[src/rtl/inst_issue.sv]
// Instruction fetch/issue stage: streams a program from synchronous instruction
// memory through a small prefetch FIFO and hands words out on a valid/ready port.
module inst_issue #(
  parameter int IMEM_ADDR_W = 10,
  parameter int FIFO_DEPTH  = 4
) (
  input  logic                   clk,
  input  logic                   rst,
  input  logic                   start,
  input  logic                   abort,
  input  logic [IMEM_ADDR_W-1:0] start_pc,
  input  logic [IMEM_ADDR_W-1:0] prog_len,
  output logic                   busy,
  output logic                   done,
  output logic                   imem_rd,
  output logic [IMEM_ADDR_W-1:0] imem_addr,
  input  logic [31:0]            imem_rdata,
  output logic [31:0]            inst,
  output logic [IMEM_ADDR_W-1:0] inst_pc,
  output logic                   inst_valid,
  input  logic                   inst_ready
);

  localparam int PTR_W = $clog2(FIFO_DEPTH);
  localparam int CNT_W = PTR_W + 1;
  localparam logic [CNT_W-1:0]       DEPTH_C = CNT_W'(FIFO_DEPTH);
  localparam logic [IMEM_ADDR_W-1:0] ONE_A   = IMEM_ADDR_W'(1);

  typedef enum logic {IDLE = 1'b0, RUN = 1'b1} state_t;

  state_t                 state_reg, state_next;
  logic [IMEM_ADDR_W-1:0] fetch_pc_reg;
  logic [IMEM_ADDR_W-1:0] fetch_left_reg;
  logic [IMEM_ADDR_W-1:0] issue_left_reg;
  logic [IMEM_ADDR_W-1:0] inflight_pc_reg;
  logic                   inflight_reg;
  logic                   done_reg;
  logic [PTR_W-1:0]       wr_ptr_reg, rd_ptr_reg;
  logic [CNT_W-1:0]       count_reg;
  logic [CNT_W-1:0]       credit_used;

  logic [31:0]            data_mem [FIFO_DEPTH];
  logic [IMEM_ADDR_W-1:0] pc_mem   [FIFO_DEPTH];

  logic run_ok, push_en, pop, last_pop, start_ok;

  // Words already in the FIFO plus the one still returning from memory.
  assign credit_used = count_reg + CNT_W'(inflight_reg);

  assign run_ok     = (state_reg == RUN) && !abort;
  assign start_ok   = (state_reg == IDLE) && start && !abort;
  assign inst_valid = (count_reg != '0);
  assign pop        = inst_valid && inst_ready;
  assign push_en    = inflight_reg && run_ok;
  assign last_pop   = pop && (issue_left_reg == ONE_A);

  assign imem_rd    = (state_reg == RUN) && (fetch_left_reg != '0) && (credit_used < DEPTH_C);
  assign imem_addr  = fetch_pc_reg;
  assign busy       = (state_reg == RUN);
  assign done       = done_reg;
  assign inst       = inst_valid ? data_mem[rd_ptr_reg] : 32'h0;
  assign inst_pc    = inst_valid ? pc_mem[rd_ptr_reg] : '0;

  always_ff @(posedge clk or posedge rst) begin
    if (rst) state_reg <= IDLE;
    else     state_reg <= state_next;
  end

  always_comb begin
    state_next = state_reg;
    case (state_reg)
      IDLE:    if (start_ok && prog_len != '0) state_next = RUN;
      RUN:     if (abort || last_pop) state_next = IDLE;
      default: state_next = IDLE;
    endcase
  end

  always_ff @(posedge clk or posedge rst) begin
    if (rst) begin
      fetch_pc_reg    <= '0;
      fetch_left_reg  <= '0;
      issue_left_reg  <= '0;
      inflight_pc_reg <= '0;
      inflight_reg    <= 1'b0;
      done_reg        <= 1'b0;
      wr_ptr_reg      <= '0;
      rd_ptr_reg      <= '0;
      count_reg       <= '0;
    end else begin
      done_reg <= 1'b0;
      if (state_reg == IDLE) begin
        inflight_reg <= 1'b0;
        if (start_ok) begin
          if (prog_len == '0) begin
            done_reg <= 1'b1;
          end else begin
            fetch_pc_reg   <= start_pc;
            fetch_left_reg <= prog_len;
            issue_left_reg <= prog_len;
          end
        end
      end else if (abort) begin
        // Clearing inflight drops any word still on its way back from memory.
        fetch_pc_reg   <= '0;
        fetch_left_reg <= '0;
        issue_left_reg <= '0;
        inflight_reg   <= 1'b0;
        wr_ptr_reg     <= '0;
        rd_ptr_reg     <= '0;
        count_reg      <= '0;
      end else begin
        inflight_reg <= imem_rd;
        if (imem_rd) begin
          fetch_pc_reg    <= fetch_pc_reg + ONE_A;
          fetch_left_reg  <= fetch_left_reg - ONE_A;
          inflight_pc_reg <= fetch_pc_reg;
        end
        if (push_en) wr_ptr_reg <= wr_ptr_reg + PTR_W'(1);
        if (pop) begin
          rd_ptr_reg     <= rd_ptr_reg + PTR_W'(1);
          issue_left_reg <= issue_left_reg - ONE_A;
        end
        case ({push_en, pop})
          2'b10:   count_reg <= count_reg + CNT_W'(1);
          2'b01:   count_reg <= count_reg - CNT_W'(1);
          default: count_reg <= count_reg;
        endcase
        if (last_pop) done_reg <= 1'b1;
      end
    end
  end

  // Storage needs no reset: entries are only visible while counted in count_reg.
  always_ff @(posedge clk) begin
    if (push_en) begin
      data_mem[wr_ptr_reg] <= imem_rdata;
      pc_mem[wr_ptr_reg]   <= inflight_pc_reg;
    end
  end

endmodule

[config.mk]
export PLATFORM = sky130hd
export DESIGN_NAME = inst_issue
export DESIGN_NICKNAME = d
export VERILOG_FILES = /design/src/rtl/inst_issue.sv
export SDC_FILE = /design/constraint.sdc
export NUM_CORES = 1
export LEC_CHECK = 0
export CORE_MARGIN = 2
export CORE_UTILIZATION = 24
export DETAILED_ROUTE_END_ITERATION = 16
export HOLD_SLACK_MARGIN = 0.03
export PLACE_DENSITY = 0.38
export SYNTH_ARGS = -nofsm -noshare
export SYNTH_HDL_FRONTEND = slang
export SYNTH_SLANG_ARGS = --single-unit
[constraint.sdc]
create_clock -name clk -period 3.9 [get_ports clk]
set_input_delay 0.78 -clock clk [delete_from_list [all_inputs] [get_ports clk]]
set_output_delay 0.78 -clock clk [all_outputs]
set_load 0.03 [all_outputs]
### Word-level counts from Yosys, hierarchy flattened

Memories as Yosys holds them, arrays and structs flattened.
Cells that the tools add are included.

| word-level totals | value |
|---|---|
| flip-flop bits (word level) | 50 |
| memory bits (writable) | 168 |
| input bits | 57 |
| output and inout port bits | 56 |
| logic and storage cells | 87 |
| memories kept | 2 |

| cells by class | value |
|---|---|
| $add $sub $neg | 8 |
| $lt $le $gt $ge | 1 |
| equal/unequal tests | 6 |
| muxes and demuxes | 33 |
| bitwise operators | 2 |
| reductions and logical operators | 25 |

Memory list:

| memory | depth | width | rd ports | clocked after memory_dff | wr ports | line | RTL |
|---|---|---|---|---|---|---|---|
| data_mem | 4 | 32 | 1 | 0 | 1 | 42 | `logic [31:0] data_mem [FIFO_DEPTH];` |
| pc_mem | 4 | 10 | 1 | 0 | 1 | 43 | `logic [IMEM_ADDR_W-1:0] pc_mem [FIFO_DEPTH];` |

Operator list:

| kind | count |
|---|---|
| $mux 10 | 14 |
| $mux 32 | 1 |
| $reduce_bool 10->1 | 2 |
| $sub 10x1->10 const B | 2 |
| $mux 1 | 11 |
| $add 10x1->10 const B | 1 |
| $eq 10x1->1 const B | 1 |
| $logic_not 10->1 | 1 |
| $logic_and 1x1->1 | 9 |
| $reduce_and 3->1 | 3 |
| $mux 2 | 4 |
| $pmux 3 s2 | 1 |
| $reduce_and 2->1 | 3 |
| $reduce_bool 2->1 | 3 |
| $reduce_bool 3->1 | 2 |
| $add 2x1->2 const B | 2 |
| $add 3x1->3 | 1 |
| $add 3x1->3 const B | 1 |
| $lt 3x3->1 const B | 1 |
| $mux 3 | 1 |
| $ne 3x2->1 const B | 1 |
| $ne 3x3->1 const B | 1 |
| $sub 3x1->3 const B | 1 |
| $eq 2x1->1 const B | 1 |
| 6 further kinds | 7 |

### Logic depth before layout (Yosys ltp)

Gate-level depths: netlist of run 1.

| depth | value |
|---|---|
| word-level depth | 6 |
| depth in mapped cells | 8 |
| gate-level depth less buffers | 8 |

### Least setup slack after synthesis of run 1

Ideal clock, no wire load.

| path | value |
|---|---|
| path kind | input to register |
| from | input abort |
| to | memory data_mem[0][0], enable pin |
| library setup time | 0.404 ns |
| arrival time | 2.488 ns |
| path slack | 1.009 ns |
| stages | 4 |
| buffers on the path | 2 |
| path through | buf_2 > nor2b_1 > clkbuf_1 > and3_1 |

| between the ends | value |
|---|---|
| cells in the longest elaborated chain, start to end | 5 |

RTL lines:

| element | line | RTL |
|---|---|---|
| start: declaration | 10 | `input logic abort,` |
| $logic_not 1->1 | 50 | `assign run_ok = (state_reg == RUN) && !abort;` |
| $logic_and 1x1->1 | 50 |  |
| $logic_and 1x1->1 | 54 | `assign push_en = inflight_reg && run_ok;` |
| $mux 1 | 135 | `if (push_en) begin` |
| $mux 1 (implied by the code) | 136 | `data_mem[wr_ptr_reg] <= imem_rdata;` |
| end: declaration | 42 |  |

Every way passes these cells.

### Worst setup path in the final report of run 1

| path | value |
|---|---|
| from | register fetch_left_reg[0] |
| to | output imem_rd |

| between the ends | value |
|---|---|
| cells in the longest elaborated chain, start to end | 3 |

RTL lines:

| element | line | RTL |
|---|---|---|
| start: declaration | 33 | `logic [IMEM_ADDR_W-1:0] fetch_left_reg;` |
| start signal: assignment | 98 | `fetch_left_reg <= prog_len;` |
| start signal: assignment | 115 | `fetch_left_reg <= fetch_left_reg - ONE_A;` |
| $reduce_bool 10->1 | 57 | `assign imem_rd = (state_reg == RUN) && (fetch_left_reg != '0) && (credit_used < DEPTH_C);` |
| $logic_and 1x1->1 (2 in a row) | 57 |  |
| end: declaration | 15 | `output logic imem_rd,` |

Every way passes these cells.

==> out/qor.yml, run 1 <==
cts_tree: "done"
die_y_um: 201
num_vias: 5685
yosysWarnings: 0
syn_to_final_growth_pct: 28.7
crit_path_end_kind: "output port"
cts_sinks: 218
syn_nets: 661
critical_path.top_delay_family: "buffers and inverters"
maxCapViolCount: 0
skew_ns: 0.0149
groute.layer.met1.usage_pct: 16.4
die_w_um: 201
synth_top_family_by_area: "multiplexers"
gp_congestion: 0.781
die_area_mm2: 0.0405
biggestRegsByFlops: "data_mem (128), pc_mem (40)"
cts-root-buf: "clkbuf_16"
nNetsFinal: 784
grt_pass1_wl_mm: 37.1
avgSynthCellArea_um2: 15.7
final-max-slew-violation-count: 0
syn_area_mm2: 0.00934
drive_gt1_share_pct: 17.0
min_period_ns: 3.56
grt_pass1_vias: 6087
slew_headroom_pct: 44.6
slowest_delay_ns: 0.62
wirelength_mm: 23.9
ys_types: 64
antenna_found_initial: 0
hp-class: "flop to flop"
synth_cells: 595
ys_seq_area_share_pct: 67.4
synth_top_area_share_pct: 54.0
portBuffers: 112
drc: 0
synth_xor_area_share_pct: 0.188
synth.area.mux_share_pct: 11.6
nFillCells: 3881
synthAdderAreaFrac_pct: 1.29
vdd_ir_drop_max_uv: 247
placementRows: 72
ant_nets: 0
use_met3_pct: 2.25
h-tree-depth: 1
worst-path-max-fanout: 6
grt_max_degree: 43
status: "completed"
crit_chain: "inv_1 > ha_1 > nor3b_4 > nand3_1 > nand2_2 > inv_1 > clkdlybuf4s50_1"
p_leak_nw: 4.02
cp-start-kind: "flop"
totalNegativeSetupSlack_ns: 0
rsz0062_at_grt: "false"
avgViaCountPerCell: 4.53
largest_reg_flops: 128
yosys.area.top_type: "edfxtp_1"
min_period_over_period_pct: 91.4
synth_compound_area_share_pct: 8.36
synth.area.top_cells: "edfxtp_1, dfrtp_1, mux4_2"
worstMarginPinSlew_ns: 0.831
hold_viol: 0
setup_slack_ns: 0.337
wl_per_cell_um: 19.1
fp.coreArea_mm2: 0.0386
initial_core_util_pct: 24.2
dp.final_hpwl_mm: 15.0
cp_slowest_cell: "clkdlybuf4s50_1"
synth_flop_cell: "edfxtp_1"
pin_count: 113
place_ws_ns: 0.652
synth-edff-count: 168
ys_ff_latch: 218
crit_type: "flop to output port"
cp_num_buf_inv: 3
globalRoute.busiestLayer: "met2"
grt_usage_pct: 11.7
cts_made_buffers: 25
crit_top_cell: "inv_1"
critPathArrivalTime_ns: 2.78
synthArstFlopShare_pct: 22.9
met2_usage_pct: 18.9
fmax_mhz: 281
first_pass_iters: 5
insertion_delay_ns: 0.53
setup_viol: 0
top_register: "data_mem"
yosys.area_share.simple_pct: 8.68
path_clk_slew_ns: 0.06
drt_iter0_drc: 398
grt-ovfl-total: 0
antennaDiodeCount: 0
required_ns: 3.12
powerDensity_mw_per_mm2: 693
clock_path_buffers: 3
final timing paths:
kind / startpoint / end / slack [ns] / cells past startpoint
max: fetch_left_reg[0] / imem_rd / 0.34 / 7
min: issue_left_reg[8] / issue_left_reg[8] / 0.52 / 2
max reg2reg: busy / count_reg[2] / 1.51 / 7
min reg2reg: issue_left_reg[8] / issue_left_reg[8] / 0.52 / 2
max in group asynchronous: rst / issue_left_reg[5] / 2.53 / 3
min in group asynchronous: rst / imem_addr[3] / 0.68 / 2
logic make-up (layout without fill, tap and decap cells):
| group | count (synthesis) | in the layout |
|---|---|---|
| xor+xnor | 2 | 2 |
| buf+inv | 52 | 194 |
| flops | 218 | 218 |
| compound gates | 120 | 120 |
| simple gates | 141 | 141 |
| fa+ha+maj | 9 | 9 |
| mux | 53 | 53 |
final cells by class:
cell class	count	area (um^2)	area share, %
clock inverter	14	180	1.50
tap	518	648	5.39
multi-input combinational	325	2820	23.5
timing repair buffer	131	1350	11.2
sequential	218	6300	52.4
clock buffer	32	652	5.42
inverter	17	63.8	0.531
worst min-delay path: cells and delay by family (launching register included):
kind / cells / cell delay [ns]
compound gates: 2 / 0.14
flops: 1 / 0.34
cells in the final DEF (no fill, tap or decap), types with 3 or more instances in the layout:
cell type,Yosys,final
dfrtp_1,50,48
o22a_1,3,3
nand3_1,4,4
ha_1,8,8
buf_4,0,12
nor2_1,22,22
bufinv_16,0,4
mux4_2,42,42
o22ai_1,9,9
nor3_1,14,13
clkdlybuf4s50_1,0,112
inv_1,17,16
clkinv_1,0,6
and3_2,0,4
nand4_1,4,4
edfxtp_1,168,168
a31oi_1,15,15
nand2_1,21,21
mux2_2,9,9
clkbuf_16,0,25
a2bb2oi_1,4,4
o21ai_0,31,31
nor4_1,4,4
buf_12,0,7
nor2b_1,50,50
clkbuf_1,16,7
a21oi_1,25,25
o31ai_1,5,5
a32oi_1,4,4
report_power, final:
part           internal (mW)  leakage (nW)  switching, mW  total, mW
sequential              2.73          2.14          0.324       3.06
combinational           1.32          1.48           1.57       2.89
clock                   1.45         0.400          0.924       2.37
cells in the mapped netlist (all sizes together) (3+ instances only):
cell type and count:
dfrtp 50, mux2 10, nand3 4, a2bb2oi 4, ha 8, and3 6
mux4 42, nor3 15, nor4 7, nor2 24, o21ai 32, nand2 22
a21oi 26, o31ai 5, buf 19, inv 17, edfxtp 168, o22ai 10
clkbuf 16, a31oi 15, nor2b 50, o22a 3, a32oi 4, nand4 4
per-stage QoR:
stage | cells | hold slack (ns) | total power, mW | instance area (um^2) | util [%]
floorplan | 595 | 0.469 | 4.83 | 9340 | -
global placement | 1208 | 0.495 | 6.01 | 11200 | 29.0
detailed placement | 1208 | 0.509 | 6.04 | 11200 | 29.0
CTS | 1254 | 0.523 | 8.46 | 12000 | 31.1
global route | 1255 | 0.556 | 8.79 | 12000 | 31.2
finish | 1255 | 0.518 | 8.32 | 12000 | 31.2
layer usage:
layer,wire [um],part of all wire (%),vias to the layer above
li1,-,-,2582
met1,11100,46,2894
met2,11200,47,184
met3,1290,5.4,25
met4,337,1.4,0
met5,0,0,-
timing repair:
item	CTS	global route
setup buffers	0	1
endpoints found under the setup margin	0	5
gates resized for setup	0	0
hold buffers	0	0
Note: power is estimated with default switching activity, not from simulation.
==> inputs of run 2 (changes only) <==
- CORE_MARGIN: 2 -> 1
==> run 2 against run 1 <==
Net effect:
- hold slack improved by 0.0032 ns
- via count barely moved
- critical path type unchanged
- critical path depth fell by 3
- clock skew fell by 0.0041 ns
- highest routed layer is now met5
- final cell count fell by 0.16%
- combinational power fell by 2%
- maximum frequency fell by 3.1%
- sequential power barely moved
- non-clock buffer count rose by 3
- utilization rose by 0.73 points
- largest cell class unchanged
- setup slack got worse by 0.12 ns
- power rose by 0.92%
==> out/qor.yml, run 2 (synthesized netlist as in run 1, its figures left out) <==
status: "completed"
placementRows: 71
clock_path_buffers: 3
cts-root-buf: "clkbuf_16"
grt_max_degree: 44
cts_hold_buffers: 0
drive_gt1_share_pct: 17.9
whs_ns: 0.521
die_w_um: 199
cp-startpoint: "rd_ptr_reg[0]"
die_area_mm2: 0.0397
worst-path-max-fanout: 24
final-max-slew-violation-count: 0
worstMarginPinSlew_ns: 0.812
min_period_over_period_pct: 94.3
power_mw: 8.40
required_ns: 3.12
pin_count: 113
crit_type: "flop to output port"
cts_setup_buffers: 0
portBuffers: 112
skew_ns: 0.0108
path_clk_slew_ns: 0.06
num_vias: 5682
cts_resized: 0
dp.final_hpwl_mm: 15.4
drt_iter0_drc: 369
first_pass_iters: 5
cts_made_buffers: 26
hp-class: "flop to flop"
grt_pass1_vias: 6036
totalNegativeSetupSlack_ns: 0
r2r_start: "inflight_reg"
fp.coreArea_mm2: 0.0380
cts_sinks: 218
final_util_pct: 31.9
maxCapViolCount: 0
avgViaCountPerCell: 4.53
nNetsFinal: 788
grt-ovfl-total: 0
min_period_ns: 3.68
critPathArrivalTime_ns: 2.90
hold_viol: 0
antennaDiodeCount: 0
wirelength_mm: 23.5
cp-start-kind: "flop"
initial_core_util_pct: 24.6
gp_congestion: 0.766
fmax_mhz: 272
grt_usage_pct: 12.0
final_common_cell: "edfxtp_1"
fin_area_mm2: 0.0121
rsz0062_at_grt: "false"
setup_viol: 0
powerDensity_mw_per_mm2: 693
hold_start: "issue_left_reg[7]"
drc: 0
ant_nets: 0
antenna_found_initial: 1
grt_pass1_wl_mm: 36.2
crit_path_end_kind: "output port"
wl_per_cell_um: 18.7
insertion_delay_ns: 0.53
cts_tree: "done"
slew_headroom_pct: 45.8
die_y_um: 199
top_register: "data_mem"
largest_reg_flops: 128
mostFrequentLayoutCells: "edfxtp_1, clkdlybuf4s50_1, nor2b_1"
vdd_ir_drop_max_uv: 331
h-tree-depth: 1
placed_area_mm2: 0.0112
biggestRegsByFlops: "data_mem (128), pc_mem (40)"
syn_to_final_growth_pct: 29.8
p_leak_nw: 4.07
## run 2: cell types whose count changed in the layout (fill, tap and decap cells not counted), sizes merged
cell / delta
inv: -1
clkbuf: -2
clkinv: +3
clkinvlp: +1
buf: +3
bufinv: +1
## run 2: stage by stage
| stage | cells | worst slack [ns] |
|---|---|---|
| 6_report | 1253 | 0.222 |
| 2_1_floorplan | 595 | 1.01 |
| 3_5_place_dp | 1205 | 0.681 |
| 3_3_place_gp | 1205 | 0.680 |
| 4_1_cts | 1253 | 0.123 |
| 5_1_grt | 1253 | 0.0671 |
## run 2: worst paths after layout
check / to / slack [ns] / depth (start not counted)
max: inst[12] / 0.22 / 4
min: issue_left_reg[7] / 0.52 / 2
max reg2reg: inflight_pc_reg[2] / 1.44 / 5
min reg2reg: issue_left_reg[7] / 0.52 / 2
max in group asynchronous: rd_ptr_reg[0] / 2.73 / 3
min in group asynchronous: imem_addr[3] / 0.54 / 2
## run 2: layout make-up
type,count,area [um^2]
fill,3830,25900
inverter,17,63.8
sequential,218,6300
clock buffer,30,666
multi-input combinational,325,2820
clock inverter,18,224
tap,511,639
timing repair buffer,134,1410
## run 2: routing by layer
metal	routed length, um	part of all wire (%)	GRT usage (%)	vias up
li1	-	-	-	2602
met1	10600	45	16.1	2876
met2	11000	47	19.6	161
met3	1270	5.4	2.40	41
met4	565	2.4	3.30	2
met5	13	0.055	0	-
## run 2: worst max-delay path, cell delays in order, from the launching register on
cell and delay [ns]:
dfrtp_4 0.72, buf_12 0.30, mux4_2 0.53, nor2b_1 0.16
clkdlybuf4s50_1 0.64
## run 2: report_power, final
group,total (mW),switching (mW),leakage [nW],internal (mW)
Sequential,3.08,0.346,2.14,2.73
Combinational,2.83,1.54,1.50,1.30
Clock,2.49,0.940,0.428,1.55
==> inputs of run 3 (changes only) <==
- CAP_MARGIN: not set -> 15
==> results of run 3 <==
No change in the layout: final DEF, timing and power equal those of run 2.
